### src/rtl/vend_dispense_ctrl.sv
// Vending dispense sequencer: coin credit accumulation, motor dispense,
// greedy change payout over a request/acknowledge handshake, cancel and
// inactivity refund.
//
// state  | meaning
// IDLE   | no credit, waiting for the first coin
// CREDIT | credit held, waiting for price, cancel or timeout
// VEND   | motor running, waiting for motor_done
// CHANGE | paying out remaining credit one coin per handshake
// DONE   | one-cycle wrap-up before returning to IDLE
module vend_dispense_ctrl #(
  parameter int PRICE   = 20,
  parameter int TIMEOUT = 30
) (
  input  logic       clk,
  input  logic       rst,
  input  logic       tick,
  input  logic       coin_valid,
  input  logic [1:0] coin_val,
  input  logic       cancel,
  input  logic       motor_done,
  input  logic       coin_ack,
  output logic [4:0] credit,
  output logic       coin_reject,
  output logic       motor_req,
  output logic       coin_req,
  output logic [1:0] coin_type,
  output logic       vend,
  output logic       busy
);

  typedef enum logic [2:0] {IDLE, CREDIT, VEND, CHANGE, DONE} state_t;

  localparam logic [4:0] PRICE_C   = 5'(PRICE);
  localparam logic [5:0] TIMEOUT_C = 6'(TIMEOUT);

  state_t     state, state_nx;
  logic [4:0] remaining, remaining_nx;
  logic [5:0] timer, timer_nx, timer_inc;
  logic [4:0] credit_nx;
  logic       coin_reject_nx, coin_req_nx;
  logic [1:0] coin_type_nx;
  logic       coin_present;

  function automatic logic [4:0] coin_cents(input logic [1:0] c);
    case (c)
      2'b01:   return 5'd1;
      2'b10:   return 5'd5;
      2'b11:   return 5'd10;
      default: return 5'd0;
    endcase
  endfunction

  // Largest denomination that still fits in the amount owed.
  function automatic logic [1:0] pick_denom(input logic [4:0] r);
    if (r >= 5'd10)     return 2'b11;
    else if (r >= 5'd5) return 2'b10;
    else                return 2'b01;
  endfunction

  assign coin_present = coin_valid && (coin_val != 2'b00);
  assign timer_inc    = timer + {5'd0, tick};

  // Next-state, datapath and next-output decode.
  always_comb begin
    state_nx       = state;
    credit_nx      = credit;
    remaining_nx   = remaining;
    timer_nx       = 6'd0;
    coin_reject_nx = 1'b0;
    coin_req_nx    = 1'b0;
    coin_type_nx   = 2'b00;
    case (state)
      IDLE: begin
        if (coin_present) begin
          if (cancel) begin
            coin_reject_nx = 1'b1;
          end else begin
            credit_nx = credit + coin_cents(coin_val);
            state_nx  = CREDIT;
          end
        end
      end
      CREDIT: begin
        // A coin arriving while the price is already met would overflow
        // the credit register, so it is bounced.
        if (credit >= PRICE_C) begin
          state_nx       = VEND;
          remaining_nx   = credit - PRICE_C;
          credit_nx      = 5'd0;
          coin_reject_nx = coin_present;
        end else if (coin_present && !cancel) begin
          credit_nx = credit + coin_cents(coin_val);
        end else if (cancel) begin
          coin_reject_nx = coin_present;
          state_nx       = CHANGE;
          remaining_nx   = credit;
        end else if (timer_inc == TIMEOUT_C) begin
          state_nx     = CHANGE;
          remaining_nx = credit;
        end else begin
          timer_nx = timer_inc;
        end
      end
      VEND: begin
        coin_reject_nx = coin_present;
        if (motor_done) begin
          state_nx = (remaining != 5'd0) ? CHANGE : DONE;
        end
      end
      CHANGE: begin
        coin_reject_nx = coin_present;
        if (coin_req && coin_ack) begin
          remaining_nx = remaining - coin_cents(coin_type);
        end else if (coin_req) begin
          coin_req_nx  = 1'b1;
          coin_type_nx = coin_type;
        end else if (remaining == 5'd0) begin
          state_nx = DONE;
        end else begin
          coin_req_nx  = 1'b1;
          coin_type_nx = pick_denom(remaining);
        end
      end
      DONE: begin
        coin_reject_nx = coin_present;
        state_nx       = IDLE;
        credit_nx      = 5'd0;
      end
      default: state_nx = IDLE;
    endcase
    // First request is raised on the same edge that enters CHANGE.
    if (state_nx == CHANGE && state != CHANGE) begin
      coin_req_nx  = 1'b1;
      coin_type_nx = pick_denom(remaining_nx);
    end
  end

  // State, datapath and registered outputs.
  always_ff @(posedge clk) begin
    if (rst) begin
      state       <= IDLE;
      credit      <= 5'd0;
      remaining   <= 5'd0;
      timer       <= 6'd0;
      coin_reject <= 1'b0;
      motor_req   <= 1'b0;
      coin_req    <= 1'b0;
      coin_type   <= 2'b00;
      vend        <= 1'b0;
      busy        <= 1'b0;
    end else begin
      state       <= state_nx;
      credit      <= credit_nx;
      remaining   <= remaining_nx;
      timer       <= timer_nx;
      coin_reject <= coin_reject_nx;
      motor_req   <= (state_nx == VEND);
      coin_req    <= coin_req_nx;
      coin_type   <= coin_type_nx;
      vend        <= (state_nx == VEND) && (state != VEND);
      busy        <= (state_nx == VEND) || (state_nx == CHANGE) || (state_nx == DONE);
    end
  end

endmodule

### config.mk
export PLATFORM = sky130hd
export DESIGN_NAME = vend_dispense_ctrl
export DESIGN_NICKNAME = d
export VERILOG_FILES = /design/src/rtl/vend_dispense_ctrl.sv
export SDC_FILE = /design/constraint.sdc
export NUM_CORES = 1
export LEC_CHECK = 0
export CORE_MARGIN = 8
export CORE_UTILIZATION = 57
export CTS_CLUSTER_SIZE = 30
export DETAILED_ROUTE_END_ITERATION = 16
export DONT_BUFFER_PORTS = 1
export PLACE_DENSITY_LB_ADDON = 0.15
export SETUP_SLACK_MARGIN = 0.4
export SLEW_MARGIN = 20
export SYNTH_ARGS = -nofsm -noshare
export SYNTH_HDL_FRONTEND = slang
export SYNTH_SLANG_ARGS = --single-unit
### constraint.sdc
create_clock -name clk -period 2.55 [get_ports clk]
set_clock_uncertainty 0.1 [all_clocks]
set_input_delay 0.3825 -clock clk [delete_from_list [all_inputs] [get_ports clk]]
set_output_delay 0.3825 -clock clk [all_outputs]
set_load 0.01 [all_outputs]
==> results.md <==
- Status: finished with violations
- Failing checks: negative hold slack, negative setup slack
- Final Hold Viols: 10
- Crit path depth: 13
- Root buf cell: clkbuf_4
- Layout Cells excl Fill: 306
- Hold buffers post-CTS: 1
- VDD IR-drop max: 0.268 mV
- Worst r2r src: coin_type[0]
- Worst-path fanout max: 3
- GRT Total Usage: 19.4%
- Tmin final: 2780 ps
- DR iter-0 viols: 156
- Synth Instances: 237
- Post-synth EDFFs: 0
- Worst path bufs/invs: 3
- Layout cells sized above 1: 30.4%
- Max clock buf depth: 2
- Congestion Overflow GR: 0
- Clock Sinks: 26
- Post-synthesis xor/xnor area fraction: 4.49%
- Row cnt: 21
- CTS buffer count: 3
- Top_reg_cell synth: dfxtp_1
- Setup TNS: -419 ps
- Critical-path cell list: inv_2, ha_4, inv_4, ha_4, inv_2, fa_2, xnor2_2, nor3_2, a221oi_2, nor4b_4, a2111oi_4, mux2_4, o32ai_2
- N_diodes: 0
- Reg-to-Reg End: coin_type[0]
- Critical path type: flip-flop to flip-flop
- Port Buffers: 0
- Placed insts: 296
- # setup viols final: 3
- Crit. End Element: flip-flop
- Most frequent cells in the layout: nor2_1 (34), buf_4 (25), dfxtp_1 (23)
- Mux contribution to synthesized area: 2.67%
- Ys Warns: 0
- Worst reg2reg path depth: 13
- GPL Wtd Cong: 0.886
- Adder-Cell Fraction of Synth Area: 13.8%
- Clock slew at reported path FFs: 150 ps
- Fraction of the mapped netlist area in simple logic gates: 24.5%
- Max stage delay on crit path: 390 ps
- Routed vias/inst: 6.17
- # IOs: 21
- Synth Area per Inst: 8.12 sq um
- Die X: 74.1 um
- R2R setup slack: -230 ps
- Initial antenna violation count: 0
- Hold WS: -25.7 ps
- Fraction of registers with async set/reset: 0%
- Post-route ant nets: 0
- Largest net degree at the start of global routing: 17
- Complex-gate fraction of the synthesized area: 21.5%
- PnR worst setup slack: -228 ps
- Worst min-delay path class: input pin to flip-flop
- Worst Hold Depth: 1
- Worst relative slew slack: 48.9%
- #FFs+latches synth: 26
- Critical path arrival: 2940 ps
- Net Count, Synth: 266
- Clock latency on the worst-skew pair: 350 ps
- Initial core utilization: 58.6%
- Final worst-path cycle share: 109%
- WL/cell: 17.5 um
- Die H: 74.1 um
- RSZ-0062 raised after global routing: true
- PwrDens: 405 nW/um^2
- LEAKAGE: 0.983 nW
- Crit-path slowest cell: nor4b_4
- Fmax: 0.360 GHz
- Die area: 5490 sq um
- Depth of the CTS H-tree: 1
- Worst slack, placed: -364 ps
- Vias in the first global route: 1814
- Critical Path RT: 2720 ps
- CTS tree: done
- Most common cell after layout, fill and taps aside: nor2_1
- Worst Setup SP: coin_type[0]
- Worst Tran Pin Value: 755 ps
- First-pass GRT wire length: 8.32 mm
- Sequential share of the synthesized area: 27.0%
- DRC Markers: 0
- Mapped Area: 1920 sq um
- Post-DP HPWL: 3.53 mm
- Layout overhead on the synthesized area: 29.8%
- Total wire length: 5.35 mm
- Worst setup SP type: flip-flop
- Pre-Repair DR Iteration Count: 7
- Max-cap violations: 0
- Crit path max-delay family: adder cells
- Slew Viols, Final: 0
- Core Area: 3280 sq um
- Yosys cell types: 58
- Design Power: 1.01 mW
- Largest family of logic cells by synthesized area: simple AND/OR/NAND/NOR gates
- Vias: 1889
- Worst Setup EP: coin_type[0]
- Nets@finish: 290
[through the flow]
stage / hold WS, ps / util, % / area, sq um
finish: -25.7 / 76.1 / 2500
global route: -62.0 / 76.1 / 2500
CTS: -22.5 / 73.5 / 2410
detailed placement: 358 / 65.6 / 2160
global placement: 358 / 65.6 / 2160
floorplan: 354 / - / 1970
[power breakdown]
part,internal (mW),switching [mW],total [mW]
registers,0.422,0.0174,0.439
clock network,0.160,0.138,0.297
logic,0.126,0.150,0.276
total,0.708,0.305,1.01
[timing repair]
| item | in CTS | in global routing |
|---|---|---|
| setup endpoints to repair | 15 | 13 |
| pin swaps | 18 | 11 |
| gates resized for setup | 38 | 12 |
| endpoints found under the hold margin | 10 | 10 |
| buffers inserted | 2 | 3 |
| gates cloned | 0 | 0 |
[layout make-up]
class	instances	area, sq um
Clock buffer	3	22.5
Clock inverter	1	30.0
Fill cell	242	786
Inverter	19	76.3
Multi-Input combinational cell	182	1560
Sequential cell	26	524
Tap cell	46	57.6
Timing Repair Buffer	29	231
[kinds of logic after synthesis]
kind of cell,Yosys count
simple gates,89
mux,5
flops,26
fa+ha+maj,20
xor+xnor,9
buf+inv,29
compound gates,59
[Yosys cell counts (2+ instances only)]
cell | count | area [sq um]
nor2_1 | 36 | 135
a21o_1 | 6 | 45.0
nand4bb_1 | 2 | 22.5
nand2b_1 | 5 | 31.3
dfxtp_1 | 26 | 521
buf_2 | 4 | 20.0
a21boi_0 | 2 | 15.0
nor2b_1 | 5 | 31.3
and3_1 | 2 | 12.5
fa_1 | 2 | 40.0
xnor2_1 | 4 | 35.0
o22ai_1 | 2 | 12.5
or3_1 | 2 | 12.5
nand4b_1 | 2 | 17.5
ha_1 | 18 | 225
o221ai_1 | 2 | 17.5
o21ai_0 | 9 | 45.0
mux2i_1 | 4 | 40.0
inv_1 | 18 | 67.6
nor4_1 | 5 | 31.3
a21oi_1 | 11 | 55.1
buf_1 | 2 | 7.51
nor3b_1 | 4 | 30.0
nand2_1 | 9 | 33.8
nand3_1 | 3 | 15.0
nor3_1 | 7 | 35.0
o311ai_0 | 2 | 17.5
clkbuf_1 | 3 | 11.3
a211oi_1 | 8 | 60.1
xor2_1 | 4 | 35.0
[routing by layer]
layer	vias to the layer above	track usage, %	wire [um]
li1	896	-	-
met1	893	22.3	2200
met2	79	32.1	2590
met3	21	5.53	411
met4	0	9.31	142
met5	-	0	0
[registers in the layout (all words and copies together), names as in the netlist]
name and cells:
vend 1, coin_req 1, coin_reject 1, motor_req 1, state 3, remaining 5, coin_type 2, credit 5
timer 6, busy 1
[how the worst min path moves through the flow]
stage,startpoint,end,slack [ps]
after floorplan,rst,remaining[3],350
after global placement,rst,coin_req,360
after detailed placement,rst,remaining[4],360
after CTS,rst,remaining[4],-20
after global routing,rst,busy,-60
final,rst,remaining[4],-30
[worst register-to-register path: stages, from the launching register on]
cell and delay [ps]:
dfxtp_2 360, inv_2 40, ha_4 210, inv_4 50, ha_4 120, inv_2 30, fa_2 360, xnor2_2 180
nor3_2 60, a221oi_2 310, nor4b_4 390, a2111oi_4 70, mux2_4 290, o32ai_2 100
Note: power is estimated with default switching activity, not from simulation.
